### src/rtl/adder_delay_model_delay_line.sv
// Module: delay_line
// Purpose: DEPTH-stage shift register with asynchronous active-low reset.
//   Stage 0 captures d_i on every rising edge; q_o is the last stage, so a
//   value captured at edge k is visible on q_o from edge k+DEPTH-1 onward.
// Ports:
//   clk_i  - rising-edge clock
//   rst_ni - asynchronous active-low reset, clears every stage
//   d_i    - WIDTH-bit input word
//   q_o    - WIDTH-bit delayed output word
module delay_line #(
    parameter int WIDTH = 5,
    parameter int DEPTH = 12
) (
    input  logic             clk_i,
    input  logic             rst_ni,
    input  logic [WIDTH-1:0] d_i,
    output logic [WIDTH-1:0] q_o
);

    logic [WIDTH-1:0] stage_q [DEPTH];

    always_ff @(posedge clk_i or negedge rst_ni) begin
        if (!rst_ni) begin
            for (int i = 0; i < DEPTH; i++) begin
                stage_q[i] <= '0;
            end
        end else begin
            stage_q[0] <= d_i;
            for (int i = 1; i < DEPTH; i++) begin
                stage_q[i] <= stage_q[i-1];
            end
        end
    end

    assign q_o = stage_q[DEPTH-1];

endmodule : delay_line

### config.mk
export PLATFORM = sky130hd
export DESIGN_NAME = delay_line
export DESIGN_NICKNAME = d
export VERILOG_FILES = /design/src/rtl/adder_delay_model_delay_line.sv
export SDC_FILE = /design/constraint.sdc
export NUM_CORES = 1
export LEC_CHECK = 0
export CELL_PAD_IN_SITES_DETAIL_PLACEMENT = 2
export CELL_PAD_IN_SITES_GLOBAL_PLACEMENT = 2
export CORE_ASPECT_RATIO = 1.1
export CORE_MARGIN = 10
export CORE_UTILIZATION = 35
export CTS_CLUSTER_DIAMETER = 100
export DETAILED_ROUTE_END_ITERATION = 8
export PLACE_DENSITY_LB_ADDON = 0.1
export REMOVE_ABC_BUFFERS = 1
export SLEW_MARGIN = 20
export SYNTH_ARGS = -nofsm -noshare
export SYNTH_HDL_FRONTEND = slang
export SYNTH_SLANG_ARGS = --single-unit
### constraint.sdc
create_clock -name clk_i -period 0.8 [get_ports clk_i]
set_input_delay 0.2 -clock clk_i [delete_from_list [all_inputs] [get_ports clk_i]]
set_output_delay 0.2 -clock clk_i [all_outputs]
set_load 0.01 [all_outputs]
# == Word-level counts from Yosys, hierarchy flattened ==
# Index checks and enable logic that the tools add are counted.
# totals
latchBits,0
inputBits,7
ff_bits,60
ramBits,0
n_memories,0
elab_cells,12
romBits,0
output_inout_bits,5
# op_classes
bitwise_logic,0
multipliers,0
reduce_logical,0
n_mux,0
div,0
n_eq_ne,0
add_sub_neg,0
shifts,0
magnitude_cmp,0

# == Depth between registers and ports, before layout ==
# Gate-level depths: netlist (run 1).
# logic_depth
depth_word,0
mapped_depth,1
ltp_nobuf,0

# == Least setup slack after synthesis (run 1) ==
# Ideal clock, no wire load.
# synth_timing
kind,flip-flop to output port
start,register stage_q (netlist bit q_o[0])
end,output q_o[0]
slack_ns,0.133
path_buffers,1
t_arrival_ns,0.467
stages_incl_launch_ff,2
required_ns,0.600
path_cell_list,dfrtp_1 > buf_4
# synth_rtl
item,line_no,rtl
"start, declared",20,logic [WIDTH-1:0] stage_q [DEPTH];
"start signal, assigned by index",30,stage_q[i] <= stage_q[i-1];
"end, declared",17,output logic [WIDTH-1:0] q_o
# No word-level cell between the ends.

# == Final worst setup path (run 1) ==
# layout_timing
start,register stage_q (netlist bit q_o[3])
end,output q_o[3]
# No word-level cell between the ends.

==> results.sh, run 1 <==
export IMPL_cts_root_buf="clkbuf_8"
export IMPL_finalWirelength_mm=1.83
export IMPL_io_pins=12
export IMPL_comb_multi_input_count=0
export IMPL_critPathKind="reg -> out"
export IMPL_synth_area_leaders="dfrtp_1 (98%), buf_4 (2.4%)"
export IMPL_dp_cells=128
export IMPL_postCtsSetupBuffers=0
export IMPL_rsz0062_at_grt="yes"
export IMPL_worstPathRequired_ns=0.60
export IMPL_intPower_mw=4.69
export IMPL_post_drt_wl_per_cell_um=12.7
export IMPL_n_antenna_cell=0
export IMPL_antenna_left=0
export IMPL_clkLatencyLatePin_ns=0.32
export IMPL_grt_max_degree=25
export IMPL_die_x_um=83.2
export IMPL_ys_ff_latch=60
export IMPL_core_area_mm2=0.00429
export IMPL_initial_utilization_pct=35.9
export IMPL_finalSetupViolations=5
export IMPL_power_density_mw_per_mm2=3070
export IMPL_post_synth_num_cell_types=2
export IMPL_fillers=391
export IMPL_htree_levels=3
export IMPL_finalWorstSetupSlack_ns=-0.219
export IMPL_cp_arrival_ns=0.82
export IMPL_cts_path_max_buffers=2
export IMPL_yosysSeqAreaShare_pct=97.6
export IMPL_crit_family="flip-flops"
export IMPL_fp_dieH_um=89.5
export IMPL_post_route_util_pct=44.2
export IMPL_min_period_ns=1.02
export IMPL_avgSynthCellArea_um2=23.7
export IMPL_post_route_drc_count=0
export IMPL_rows=25
export IMPL_timing_slew_headroom_pct=84.7
export IMPL_crit_slowest_cell="dfrtp_1"
export IMPL_max_stage_delay_ns=0.37
export IMPL_status="complete, but fails checks"
export IMPL_area_delta_synth_final_pct=23.1
export IMPL_cts_tree="yes"
export IMPL_netSwitchingFraction_pct=19.4
export IMPL_cts_made_buffers=9
export IMPL_synthArstFlopShare_pct=100
export IMPL_crit_chain="buf_2"
export IMPL_vias_per_cell=3.92
export IMPL_violations="setup timing"
export IMPL_synth_edf_count=0
export IMPL_antenna_found_initial=0
export IMPL_hold_path_class="in -> async"
export IMPL_place_congestion=0.610
export IMPL_synth_main_ff_cell="dfrtp_1"
export IMPL_cts_sinks=60
export IMPL_dieArea_mm2=0.00745
export IMPL_final_seq_area_mm2=0.00150
export IMPL_stdcell_count=144
export IMPL_p_sw_mw=1.13
export IMPL_tightest_slew_ns=0.229
export IMPL_p_comb_share_pct=2.2
export IMPL_pwr_share_seq_pct=55.5
export IMPL_synth_most_common_cell="dfrtp_1"
export IMPL_synthTopCellsByCount="dfrtp_1 (60), buf_4 (5)"
export IMPL_start_kind="flop"
export IMPL_end_kind="primary output"
export IMPL_leakage_nw=0.869
export IMPL_grtUsageTotal_pct=6.33
export IMPL_yosysWarnings=0
export IMPL_hold_viol_final=0
export IMPL_total_power_mw=5.82
export IMPL_period_share_pct=127
export IMPL_clk_pin_slew_ns=0.06
export IMPL_vias=565
export IMPL_synth_top_cell_by_area="dfrtp_1"
export IMPL_syn_cell_area_mm2=0.00154
export IMPL_dr_pass1_iters=2
export IMPL_yosysTopAreaCellShare_pct=97.6
export IMPL_fmax_mhz=981
export IMPL_port_buffers=11
export IMPL_grt_overflow_total=0
export IMPL_multi_input_area_um2=0
export IMPL_drv_cap=0
export IMPL_dr_first_iter_drc_count=18
export IMPL_drive_gt1_share_pct=25.6
export IMPL_fin_nets=93
export IMPL_critPathMaxFanout=1
export IMPL_peakVddDrop_v=0.00170
export IMPL_syn_inst=65
export IMPL_grt_pass1_vias=695
export IMPL_drv_slew=0
export IMPL_path_buf_inv=1
export IMPL_grt_pass1_wl_mm=3.38
export IMPL_power_share_clock_pct=42.3
export IMPL_fin_worst_skew_ns=0.00382
export IMPL_dp_hpwl_mm=1.06
registers in the layout, summed over array words and instances, names as in the netlist:
name / flops
stage_q: 55
q_o: 5
placed cells by master, fill, tap and decap left out:
cell / Yosys / layout
buf_12: 0 / 2
buf_2: 0 / 6
buf_4: 5 / 1
clkbuf_1: 0 / 1
clkbuf_8: 0 / 13
clkdlybuf4s50_1: 0 / 5
clkinv_2: 0 / 1
dfrtp_1: 60 / 60
dlygate4sd3_1: 0 / 1
final cells by class:
cell class            count  share of cell area (%)
sequential               60                    79.3
clock buffer             14                    9.64
timing repair buffer     15                    7.27
tap                      54                    3.57
clock inverter            1                   0.264
power by group through the flow:
stage	clock network [mW]	registers, mW	logic, mW
CTS	2.57	3.23	0.137
global placement	0	3.27	0.141
detailed placement	0	3.29	0.145
floorplan	0	3.28	0
global route	2.73	3.25	0.148
finish	2.46	3.23	0.129
per-stage QoR:
step | TNS (ns) | instance area (um^2) | hold WS, ns | setup WS [ns]
finish | -1.03 | 1890 | 0.266 | -0.219
floorplan | 0 | 1500 | -0.0956 | 0.224
global placement | -1.15 | 1720 | 0.0689 | -0.234
global route | -1.27 | 1890 | 0.285 | -0.267
detailed placement | -1.20 | 1720 | 0.0661 | -0.252
CTS | -1.19 | 1890 | 0.252 | -0.257
path summary, 6_finish.rpt:
check	end	slack [ns]	from	cells past startpoint
hold / removal	stage_q[8]	0.27	rst_ni	2
min in group clk_i	stage_q[57]	0.32	d_i[2]	1
max in group asynchronous	stage_q[56]	0.12	rst_ni	3
hold reg to reg	stage_q[16]	0.35	stage_q[21]	0
setup / recovery	q_o[3]	-0.22	q_o[3]	1
setup reg to reg	stage_q[28]	0.30	stage_q[33]	0
routing by layer:
metal	vias up	routed length, um	GRT usage (%)
met5	-	0	0
met4	0	42	6.04
met3	4	144	4.56
met2	18	844	8.22
met1	308	798	6.54
li1	235	-	-
cell families (layout without fill, tap and decap cells):
| family | after synthesis | count (layout) | synth area share (%) |
|---|---|---|---|
| flip-flops | 60 | 60 | 97.6 |
| buffers and inverters | 5 | 30 | 2.44 |
repair_timing:
action | 4_1_cts | 5_1_grt
endpoints found under the hold margin | 53 | 0
gates resized for setup | 20 | 0
gates cloned | 0 | 0
setup endpoints to repair | 5 | 5
hold buffers | 1 | 0
(Power assumes the default switching activity.)
==> run 2, diff against run 1 <==
Settings changed: CORE_MARGIN 10 to 2, PLACE_DENSITY set to 0.75, PLACE_DENSITY_LB_ADDON 0.1 to not set.
==> results.sh, run 2 (same netlist as run 1, synthesis figures left out) <==
export IMPL_post_place_ws_ns=-0.246
export IMPL_power_density_mw_per_mm2=3110
export IMPL_end_kind="primary output"
export IMPL_n_antenna_cell=0
export IMPL_critPathMaxFanout=1
export IMPL_cp_arrival_ns=0.82
export IMPL_largest_register="stage_q"
export IMPL_vias=577
export IMPL_fin_nets=91
export IMPL_port_buffers=11
export IMPL_hold_path_class="in -> reg"
export IMPL_crit_family="flip-flops"
export IMPL_multi_input_area_um2=0
export IMPL_min_from="d_i[2]"
export IMPL_place_congestion=0.556
export IMPL_r2r_slack_ns=0.31
export IMPL_grt_pass1_vias=638
export IMPL_antenna_left=0
export IMPL_r2r_start="stage_q[18]"
export IMPL_area_delta_synth_final_pct=21.4
export IMPL_finalWirelength_mm=1.72
export IMPL_clk_pin_slew_ns=0.06
export IMPL_htree_levels=3
export IMPL_min_to="stage_q[57]"
export IMPL_post_route_util_pct=43.9
export IMPL_comb_multi_input_count=0
export IMPL_timing_slew_headroom_pct=80.3
export IMPL_cts_sinks=60
export IMPL_drive_gt1_share_pct=24.7
export IMPL_min_period_ns=1.02
export IMPL_worstPathRequired_ns=0.60
export IMPL_largest_reg_flops=55
export IMPL_grtUsageTotal_pct=9.83
export IMPL_grt_overflow_total=0
export IMPL_clkLatencyLatePin_ns=0.33
export IMPL_cts_root_buf="clkbuf_8"
export IMPL_mostFrequentLayoutCell="dfrtp_1"
export IMPL_rows=25
export IMPL_die_x_um=67.2
export IMPL_min_delay_path_depth=1
export IMPL_start_kind="flop"
export IMPL_dp_cells=126
export IMPL_post_drt_wl_per_cell_um=12.1
export IMPL_stdcell_count=143
export IMPL_postCtsSetupBuffers=0
export IMPL_cts_path_max_buffers=2
export IMPL_period_share_pct=127
export IMPL_fin_worst_skew_ns=0.00588
export IMPL_dieArea_mm2=0.00494
export IMPL_dr_pass1_iters=2
export IMPL_critPathKind="reg -> out"
export IMPL_drv_slew=0
export IMPL_cts_made_buffers=9
export IMPL_drv_cap=0
export IMPL_path_buf_inv=1
export IMPL_max_stage_delay_ns=0.38
export IMPL_hold_viol_final=0
export IMPL_dr_first_iter_drc_count=13
export IMPL_crit_slowest_cell="dfrtp_1"
export IMPL_rsz0062_at_grt="yes"
export IMPL_status="complete, but fails checks"
export IMPL_r2r_end="stage_q[13]"
export IMPL_finalSetupViolations=5
export IMPL_crit_chain="buf_6"
export IMPL_leakage_nw=0.858
export IMPL_initial_utilization_pct=36.2
export IMPL_grt_max_degree=61
export IMPL_io_pins=12
export IMPL_r2r_cells=0
export IMPL_core_area_mm2=0.00425
export IMPL_antenna_found_initial=0
export IMPL_final_cell_mix="dfrtp_1 (60), clkbuf_8 (9), clkinv_2 (5), clkdlybuf4s50_1 (5), buf_2 (5)"
export IMPL_grt_pass1_wl_mm=3.04
export IMPL_vias_per_cell=4.03
export IMPL_fp_dieH_um=73.5
export IMPL_dp_hpwl_um=878
export IMPL_peakVddDrop_v=0.00123
export IMPL_cts_tree="yes"
export IMPL_finalWorstSetupSlack_ns=-0.220
export IMPL_violations="setup timing"
export IMPL_post_route_drc_count=0
export IMPL_tightest_slew_ns=0.296
export IMPL_fillers=419
export IMPL_fmax_mhz=981
export IMPL_setup_tns_ns=-1.05
run 2: worst max path at each step:
stage	start	endpoint	slack [ns]	depth (start not counted)
final	q_o[0]	q_o[0]	-0.22	1
after global routing	q_o[0]	q_o[0]	-0.28	1
after CTS	q_o[0]	q_o[0]	-0.26	1
after detailed placement	q_o[0]	q_o[0]	-0.25	1
after global placement	q_o[1]	q_o[1]	-0.23	1
after floorplan	q_o[0]	q_o[0]	0.22	0
run 2: metal layers:
layer / global-route usage, % / part of all wire [%] / vias to the layer above
met2: 12.0 / 47 / 23
met5: 0 / 0 / -
met1: 10.8 / 40 / 315
met3: 5.51 / 8.2 / 8
met4: 11.6 / 4.8 / 0
li1: - / - / 231
run 2: stage by stage:
stage	power (mW)	hold slack [ns]	area, um^2
2_1_floorplan	3.28	-0.0956	1500
3_3_place_gp	3.40	0.218	1690
3_5_place_dp	3.42	0.227	1690
4_1_cts	5.94	0.285	1860
5_1_grt	6.08	0.297	1870
6_report	5.81	0.306	1870
run 2: cell type report:
cell class | instances | area, um^2 | share of cell area, %
clock buffer | 10 | 128 | 6.83
clock inverter | 6 | 55.1 | 2.95
sequential | 60 | 1500 | 80.4
tap | 54 | 67.6 | 3.62
timing repair buffer | 13 | 116 | 6.23
run 2: power by group:
group / internal, mW / total (mW) / switching, mW / leakage, nW
registers: 3.19 / 3.23 / 0.0407 / 0.699
logic: 0.0478 / 0.117 / 0.0691 / 0.0589
clock network: 1.41 / 2.46 / 1.06 / 0.0996
total: 4.64 / 5.81 / 1.17 / 0.858
run 2: timing repair:
item,CTS,global route
hold buffers,1,0
resized for setup,20,1
setup endpoints to repair,5,5
endpoints found under the hold margin,60,0
